File: config.mk
export PLATFORM = sky130hd
export DESIGN_NAME = ram_clear_seq_flat
export DESIGN_NICKNAME = d
export VERILOG_FILES = /design/src/rtl/ram_clear_seq_if.sv /design/src/rtl/ram_clear_seq.sv /design/src/flat_wrapper.sv
export SDC_FILE = /design/constraint.sdc
export NUM_CORES = 1
export LEC_CHECK = 0
export CAP_MARGIN = 0
export CORE_ASPECT_RATIO = 1.1
export CORE_UTILIZATION = 43
export CTS_CLUSTER_DIAMETER = 50
export DETAILED_ROUTE_END_ITERATION = 16
export GPL_ROUTABILITY_DRIVEN = 0
export GPL_TIMING_DRIVEN = 0
export PLACE_DENSITY = 0.77
export SYNTH_ARGS = -nofsm -noshare
export SYNTH_HDL_FRONTEND = slang
export SYNTH_SLANG_ARGS = --single-unit
File: constraint.sdc
create_clock -name Clk -period 1.86 [get_ports Clk]
set_input_delay 0.186 -clock Clk [delete_from_list [all_inputs] [get_ports Clk]]
set_output_delay 0.186 -clock Clk [all_outputs]
set_load 0.05 [all_outputs]
File: src/rtl/ram_clear_seq_if.sv
// Port-b write bus and CPU-control handshake between the RAM clear sequencer and the top level.
interface ram_clear_seq_if #(
    parameter int DATA_WIDTH = 16,
    parameter int ADDR_WIDTH = 10
);
    logic                  start_clear;
    logic [ADDR_WIDTH-1:0] clr_address;
    logic [DATA_WIDTH-1:0] clr_data;
    logic                  clr_wren;
    logic                  cpu_resetN;
    logic                  busy;
    logic                  done;

    modport master (
        input  start_clear,
        output clr_address, clr_data, clr_wren, cpu_resetN, busy, done
    );

    modport slave (
        output start_clear,
        input  clr_address, clr_data, clr_wren, cpu_resetN, busy, done
    );
endinterface

File: src/rtl/ram_clear_seq.sv
// Sweeps every data-RAM word to CLEAR_VALUE through port b while holding the CPU in reset,
// on power-up and again whenever start_clear arrives while the CPU is running.
module ram_clear_seq #(
    parameter int                    DATA_WIDTH         = 16,
    parameter int                    RAM_REGISTER_COUNT = 1024,
    parameter logic [DATA_WIDTH-1:0] CLEAR_VALUE        = '0
) (
    input logic               Clk,
    input logic               Reset,
    ram_clear_seq_if.master   bus
);
    localparam int ADDR_WIDTH = $clog2(RAM_REGISTER_COUNT);
    localparam logic [ADDR_WIDTH-1:0] LAST_ADDR = ADDR_WIDTH'(RAM_REGISTER_COUNT - 1);

    localparam logic [1:0] HOLD   = 2'd0;
    localparam logic [1:0] CLEAR  = 2'd1;
    localparam logic [1:0] SETTLE = 2'd2;
    localparam logic [1:0] RUN    = 2'd3;

    logic [1:0]            state;
    logic [ADDR_WIDTH-1:0] counter;
    logic                  wren_q;
    logic                  resetn_q;
    logic                  busy_q;
    logic                  done_q;

    // Outputs are loaded together with the next state, so each one reflects the state it belongs to.
    always_ff @(posedge Clk) begin
        if (Reset) begin
            state    <= HOLD;
            counter  <= '0;
            wren_q   <= 1'b0;
            resetn_q <= 1'b0;
            busy_q   <= 1'b0;
            done_q   <= 1'b0;
        end else begin
            done_q <= 1'b0;
            case (state)
                HOLD: begin
                    state   <= CLEAR;
                    counter <= '0;
                    wren_q  <= 1'b1;
                    busy_q  <= 1'b1;
                end
                CLEAR: begin
                    // Power-of-two depth lets the counter wrap back to 0 on the last write.
                    counter <= counter + ADDR_WIDTH'(1);
                    if (counter == LAST_ADDR) begin
                        state  <= SETTLE;
                        wren_q <= 1'b0;
                    end
                end
                SETTLE: begin
                    state    <= RUN;
                    resetn_q <= 1'b1;
                    busy_q   <= 1'b0;
                    done_q   <= 1'b1;
                end
                RUN: begin
                    if (bus.start_clear) begin
                        state    <= CLEAR;
                        counter  <= '0;
                        wren_q   <= 1'b1;
                        busy_q   <= 1'b1;
                        resetn_q <= 1'b0;
                    end
                end
                default: begin
                    state    <= HOLD;
                    counter  <= '0;
                    wren_q   <= 1'b0;
                    resetn_q <= 1'b0;
                    busy_q   <= 1'b0;
                end
            endcase
        end
    end

    assign bus.clr_address = counter;
    assign bus.clr_data    = CLEAR_VALUE;
    assign bus.clr_wren    = wren_q;
    assign bus.cpu_resetN  = resetn_q;
    assign bus.busy        = busy_q;
    assign bus.done        = done_q;
endmodule
File: src/flat_wrapper.sv
// flat-port wrapper written by rule: the top's interface ports become plain ports
module ram_clear_seq_flat 
#(
    parameter int                    DATA_WIDTH         = 16,
    parameter int                    RAM_REGISTER_COUNT = 1024,
    parameter logic [DATA_WIDTH-1:0] CLEAR_VALUE        = '0
)
  (Clk, Reset, bus_start_clear, bus_clr_address, bus_clr_data, bus_clr_wren, bus_cpu_resetN, bus_busy, bus_done);
  ram_clear_seq_if #(.DATA_WIDTH(DATA_WIDTH)) bus_i ();
  input logic Clk;
  input logic Reset;
  input wire logic [$bits(bus_i.start_clear)-1:0] bus_start_clear;
  output wire logic [$bits(bus_i.clr_address)-1:0] bus_clr_address;
  output wire logic [$bits(bus_i.clr_data)-1:0] bus_clr_data;
  output wire logic [$bits(bus_i.clr_wren)-1:0] bus_clr_wren;
  output wire logic [$bits(bus_i.cpu_resetN)-1:0] bus_cpu_resetN;
  output wire logic [$bits(bus_i.busy)-1:0] bus_busy;
  output wire logic [$bits(bus_i.done)-1:0] bus_done;
  assign bus_i.start_clear = bus_start_clear;
  assign bus_clr_address = bus_i.clr_address;
  assign bus_clr_data = bus_i.clr_data;
  assign bus_clr_wren = bus_i.clr_wren;
  assign bus_cpu_resetN = bus_i.cpu_resetN;
  assign bus_busy = bus_i.busy;
  assign bus_done = bus_i.done;
  ram_clear_seq #(.DATA_WIDTH(DATA_WIDTH), .RAM_REGISTER_COUNT(RAM_REGISTER_COUNT), .CLEAR_VALUE(CLEAR_VALUE)) u_core (.Clk(Clk), .Reset(Reset), .bus(bus_i));
endmodule
**Word level (Yosys, flattened, before mapping)**

Index checks and enable logic that the tools add are counted.

- Register bits: 16
- Input port bits: 3
- Word-level logic and storage cells: 34

- $add $sub $neg: 1
- Eq/ne operators: 6
- Muxes and demuxes: 12
- Reduce and logical (&&, ||, !) cells: 9

Operators by type and width:

| operator | count |
|---|---|
| $pmux 10 s3 | 1 |
| $add 10x1->10 const B | 1 |
| $eq 10x10->1 const B | 1 |
| $mux 10 | 1 |
| $pmux 2 s4 | 1 |
| $reduce_and 2->1 | 4 |
| $pmux 1 s3 | 2 |
| $reduce_bool 3->1 | 2 |
| $eq 2x2->1 const B | 2 |
| $mux 1 | 4 |
| $mux 2 | 2 |
| $reduce_and 3->1 | 1 |
| $eq 2x1->1 const B | 1 |
| $logic_not 2->1 | 1 |
| $ne 2x1->1 const B | 1 |
| $ne 2x2->1 const B | 1 |
| $pmux 1 s2 | 1 |
| $reduce_bool 2->1 | 1 |

**Longest topological paths before layout**

Gate-level depths: netlist (run 1).

- Depth in word-level cells: 3
- Gate-level depth with buffers: 8
- Depth with buffers taken out: 6

**Least setup slack after synthesis (run 1)**

Ideal clock, no wire load.

- Kind: register to register
- Start: register u_core.counter[0], in the netlist u_core.bus.clr_address[0]
- End: register u_core.counter[9], in the netlist u_core.bus.clr_address[9]
- Library setup time: 0.070 ns
- Arrival time: 1.689 ns
- Setup slack: 0.101 ns
- Stages on the path, launching flop included: 5
- Buffers on the path: 0
- Clock period less this slack: 1.759 ns
- Cells stage by stage: dfxtp_1 -> nand2_1 -> or3_4 -> or4_1 -> a21oi_1

- Cells in the longest elaborated chain, start to end: 2

RTL lines:

| element | line | source |
|---|---|---|
| from (decl) | ram_clear_seq.sv:21 | `logic [ADDR_WIDTH-1:0] counter;` |
| from (signal assigned) | ram_clear_seq.sv:47 | `counter <= counter + ADDR_WIDTH'(1);` |
| $add 10x1->10 | ram_clear_seq.sv:47 |  |
| $pmux 10 s3 | ram_clear_seq.sv:38 | `case (state)` |

No other way between the ends.
A chain may end at the register's enable or synchronous reset.

**Worst setup path in the final report (run 1)**

- Start: register u_core.state[0]
- End: register u_core.counter[9], in the netlist u_core.bus.clr_address[9]

- Cells in the longest elaborated chain, start to end: 3
- Elaborated cells between the ends (all ways): 7
- Classes of those cells: eq/ne: 3; mux: 1; reduce/logical: 3

RTL lines:

| element | line | source |
|---|---|---|
| from (decl) | ram_clear_seq.sv:20 | `logic [1:0] state;` |
| from (signal assigned) | ram_clear_seq.sv:30 | `state <= HOLD;` |
| from (signal assigned) | ram_clear_seq.sv:40 | `state <= CLEAR;` |
| from (signal assigned) | ram_clear_seq.sv:49 | `state <= SETTLE;` |
| $eq 2x2->1 (tied with other cells) | ram_clear_seq.sv:38 |  |
| $ne 2x2->1 (no source line) / $reduce_bool 3->1 (equally long branches) | n/a |  |
| $reduce_and 2->1 (no source line) | n/a |  |

Several ways; a longest one is shown, not always the timed one.

==> results of run 1 <==
state kept, by name, summed over array words and instances, names as in the netlist:
signal	flops
u_core.bus.clr_wren	1
u_core.bus.done	1
u_core.bus.busy	1
u_core.bus.clr_address	10
u_core.bus.cpu_resetN	1
u_core.state	2
report_power, final:
part	leakage [nW]	internal, W	total [W]	switching (W)
Sequential	0.131	0.000406	0.000453	0.0000470
Combinational	0.335	0.000222	0.000606	0.000384
Clock	0.0210	0.000119	0.000229	0.000110
Total	0.486	0.000747	0.00129	0.000541
through the flow:
stage / setup WS [ns] / power [W] / hold WS [ns] / util
3_5_place_dp: 0.0522 / 0.00106 / 0.475 / 0.578
4_1_cts: 0.0215 / 0.00129 / 0.234 / 0.596
2_1_floorplan: 0.101 / 0.000926 / 0.378 / -
6_report: 0.0969 / 0.00129 / 0.237 / 0.599
3_3_place_gp: 0.0959 / 0.00104 / 0.471 / 0.578
5_1_grt: 0.0118 / 0.00138 / 0.260 / 0.599
final cells by class:
type	instances	area, sq um
sequential	16	324
inverter	2	7.51
clock buffer	4	36.3
buffer	20	144
tap	28	35.0
fill	204	801
timing repair buffer	15	150
multi-input combinational	84	502
worst max-delay path by stage:
stage                                   start                   endpoint  depth (start not counted)
floorplan           u_core.bus.clr_address[0]  u_core.bus.clr_address[9]                          4
global placement              bus_start_clear  u_core.bus.clr_address[9]                          5
detailed placement            u_core.state[0]  u_core.bus.clr_address[9]                          6
CTS                           u_core.state[0]  u_core.bus.clr_address[9]                          6
global route                  u_core.state[0]  u_core.bus.clr_address[9]                          6
finish                        u_core.state[0]  u_core.bus.clr_address[9]                          6
repair_timing:
action / CTS / global route
hold buffers: 0 / 0
setup endpoints to repair: 0 / 7
resized for setup: 0 / 3
critical path, stage by stage (launching register included):
cell and delay [ns]:
dfxtp_4 0.38, inv_1 0.04, ha_1 0.19, buf_6 0.13, or3_4 0.40, or4_1 0.42
a21oi_2 0.14
synth_stat cells, drive strengths merged:
cell	n
buf	18
dfxtp	16
nor2	12
a21oi	7
nand2	7
xnor2	6
ha	5
nor3	4
o21ai	4
or3	3
a22o	2
clkbuf	2
inv	2
nand2b	2
nand3	2
nor2b	2
nor4b	2
a311oi	1
a31o	1
and2b	1
and3	1
and4	1
conb	1
nand4	1
nor4	1
o31ai	1
or2b	1
or4	1
metal layers:
layer	GRT usage	wire, microns	vias to the layer above
met2	0.261	779	23
met3	0.0324	65	2
met4	0.0735	10	0
met1	0.185	718	329
met5	0	0	-
li1	-	-	400
cell families (layout without fill, tap and decap cells):
logic type,count (synthesis),count (layout),synth area share
xor gates and xnor gates,6,6,0.0575
other,1,16,0.00411
buffers and inverters,22,41,0.166
adders and majority gates,5,5,0.0685
DFF,16,16,0.351
and+or+nand+nor,41,41,0.247
AOI/OAI and AO/OA,16,16,0.107
placed cells by master (no fill, tap or decap), types with 3 or more instances in the layout:
cell | synthesis | layout
buf_4 | 16 | 16
conb_1 | 1 | 16
clkdlybuf4s50_1 | 0 | 15
dfxtp_1 | 16 | 15
nor2_1 | 12 | 12
nand2_1 | 7 | 7
a21oi_1 | 7 | 6
xnor2_1 | 6 | 6
ha_1 | 5 | 5
nor3_1 | 4 | 4
o21ai_0 | 4 | 4
clkbuf_4 | 0 | 3
==> impl_metrics.ini, run 1 <==
[layout]
final_cells = 169
area_growth_pct = 31.2
nets = 150
fin_area_sq_um = 1200
diodes = 0
drive_above_1_share = 0.191

[timing]
fin_skew_ns = 0.00219
fin_crit_ns = 1.76
rsz0062_at_grt = false
tns_ns = 0
finalCritPeriodShare = 0.948
max_freq_ghz = 0.567
setup_viol = 0
worstMarginPinSlew_ns = 0.501
report.final.slew_viol_count = 0
hold_viol_final = 0
max_slew_margin = 0.665

[clock_network]
numClockSinks = 16
clock_latency_ns = 0.28
ctsRootBufferMaster = clkbuf_4
cts_tree = yes
clock_path_buffers = 2
postCtsSetupRepairBufs = 0
clk_pin_slew_ns = 0.09
numCtsBuffers = 3
h-tree-depth = 1

[yosys]
avgSynthCellArea_sq_um = 8.54
yosysTopAreaCell = dfxtp_1
ys_ff_latch = 16
synth_cell_types = 32
syn_inst = 107
synth_area_sq_um = 913
synth.area.top_cells = dfxtp_1, buf_4, ha_1
yosysWarnings = 0
ys_seq_area_frac = 0.351
synth_top_area_frac = 0.351

[hold_path]
hold_path_startpoint = Reset
min_path_type = input pin to flop
hold_end = u_core.bus.cpu_resetN
hold_depth = 2

[drt]
drt_iter0_markers = 17
wl_per_cell_microns = 9.31
drc = 0
postRouteAntennaNets = 0
via_count = 754
wl_microns = 1570
dr.pass1.iters = 4
avgViaCountPerCell = 4.46

[die]
io_pins = 33
die_h_microns = 50.3
rows = 17
design.core.area_sq_um = 2000
die_w_microns = 45.9
start_util = 0.457
die-area_sq_um = 2310

[critical_path]
cp.arrival_ns = 1.99
startpoint_type = flop
ff2ff_setup_slack_ns = 0.1
timing.rr.start = u_core.state[0]
cp.required_ns = 2.09
criticalPathCategory = flop to flop
cp_max_fo = 9
reg2regPathDepth = 6
r2r-end = u_core.bus.clr_address[9]
crit_path_end_kind = flop

[place]
dp_hpwl_microns = 1240
io_buffers = 15
placed_cells = 165
placed_area_sq_um = 1150

[global_route]
grt_pass1_vias = 677
grt_antenna_before_repair = 0
grt_pass1_wl_microns = 2700
grt_max_degree = 11
grt.total_usage = 0.157
grt_remaining_overflow = 0

[power_and_ir_drop]
power.density_nw_per_um2 = 1070
ir_worst_vdd_mv = 0.859
p_leak_nw = 0.486

[flow_run]
max_cap_violations = 0

[run_status]
outcome = finished clean
No activity file was read; power rests on OpenSTA's default activity.
==> inputs of run 2 (changes only) <==
Settings changed: CORE_MARGIN from default to 4.
==> run 2 against run 1 <==
Compared with the run above:
- die area grew 27%
- combinational power down 0.8%
- routed wire length up 8.5%
- sequential cell count did not move
- final cell count unchanged
- design area fell by 0.52%
- non-clock buffer count did not move
- critical path depth did not move
- utilization down 0.94 points
- via count is 1.5% higher
- sequential power about the same
- hold slack better by 0.016 ns
==> impl_metrics.ini, run 2 (synthesized netlist as in run 1, its figures left out) <==
[place]
io_buffers = 15
dp_hpwl_microns = 1380
placed_area_sq_um = 1150
place_ws_ns = 0.0402

[timing]
max_slew_margin = 0.663
tns_ns = 0
max_freq_ghz = 0.559
rsz0062_at_grt = false
report.final.slew_viol_count = 0
whs_ns = 0.253
fin_crit_ns = 1.79
setup_viol = 0
finalWorstSetupSlack_ns = 0.0711
hold_viol_final = 0
fin_skew_ns = 0.00307
finalCritPeriodShare = 0.962
worstMarginPinSlew_ns = 0.504

[critical_path]
startpoint_type = flop
cp_max_fo = 9
cp_slowest_cell = or4_1
slowest_delay_ns = 0.41
criticalPathCategory = flop to flop
cp.required_ns = 2.08
path_buf_inv = 2
crit_chain = inv_1, ha_1, buf_6, or3_4, or4_1, a21oi_1
cp.arrival_ns = 2.01
crit_path_end_kind = flop
cpLargestDelayFamily = simple AND/OR/NAND/NOR gates

[layout]
largest_register_ffs = 10
fin_area_sq_um = 1190
area_growth_pct = 30.5
drive_above_1_share = 0.184
diodes = 0
nets = 150
layout_common_cells = buf_4, conb_1, clkdlybuf4s50_1, dfxtp_1, nor2_1
nFillCells = 195

[global_route]
grt_remaining_overflow = 0
grt_pass1_wl_microns = 2780
grt_antenna_before_repair = 0
grt.total_usage = 0.122
grt_max_degree = 11
grt_pass1_vias = 664

[drt]
wl_microns = 1710
drc = 0
drt_iter0_markers = 10
wl_per_cell_microns = 10.1
avgViaCountPerCell = 4.53
postRouteAntennaNets = 0
via_count = 765
dr.pass1.iters = 4

[clock_network]
ctsResizeCount = 0
postCtsSetupRepairBufs = 0
clk_pin_slew_ns = 0.10
numClockSinks = 16
cts_tree = yes
h-tree-depth = 1
hold_buffers = 0
clock_latency_ns = 0.29
ctsRootBufferMaster = clkbuf_4
clock_path_buffers = 2
numCtsBuffers = 3

[power_and_ir_drop]
p_leak_nw = 0.486
power.density_nw_per_um2 = 1080
p_total_w = 0.00128
ir_worst_vdd_mv = 0.789

[die]
start_util = 0.452
design.core.area_sq_um = 2020
die_w_microns = 51.9
rows = 17
die-area_sq_um = 2930
io_pins = 33
die_h_microns = 56.3

[run_status]
outcome = finished clean

[flow_run]
max_cap_violations = 0

[hold_path]
min_path_type = input pin to flop
## run 2: worst register-to-register path, cell delays in order, from the launching register on
cell	delay, ns
dfxtp_2	0.38
inv_1	0.06
ha_1	0.20
buf_6	0.13
or3_4	0.40
or4_1	0.41
a21oi_1	0.15
## run 2: worst paths after layout
check / from / end / slack [ns] / depth (start not counted)
worst max-delay path: u_core.state[0] / u_core.bus.clr_address[9] / 0.07 / 6
worst min-delay path: Reset / u_core.bus.done / 0.25 / 2
worst max register to register: u_core.state[0] / u_core.bus.clr_address[9] / 0.07 / 6
worst min register to register: u_core.bus.cpu_resetN / u_core.bus.cpu_resetN / 0.50 / 2
## run 2: metal layers
layer / up-vias / wire length [microns] / global-route usage
met1: 347 / 709 / 0.138
met4: 0 / 0 / 0.0225
met5: - / 0 / 0
met2: 20 / 875 / 0.208
li1: 398 / - / -
met3: 0 / 123 / 0.0531
## run 2: cell type report
cell class / instances / area (sq um) / area share
multi-input cells: 84 / 498 / 0.418
flip-flops and latches: 16 / 322 / 0.270
repair buffers: 15 / 150 / 0.126
plain buffers: 20 / 144 / 0.121
clock buffers: 4 / 36.3 / 0.0304
well taps: 28 / 35.0 / 0.0294
inverters: 2 / 7.51 / 0.00630
## run 2: power breakdown
| part | internal [W] | switching [W] |
|---|---|---|
| Combinational | 0.000222 | 0.000379 |
| Clock | 0.000119 | 0.000112 |
| Sequential | 0.000402 | 0.0000484 |
| Total | 0.000743 | 0.000540 |
## run 2: per-stage QoR
stage | cells | utilization
floorplan | 122 | -
global placement | 165 | 0.572
detailed placement | 165 | 0.572
CTS | 169 | 0.589
global route | 169 | 0.590
finish | 169 | 0.590
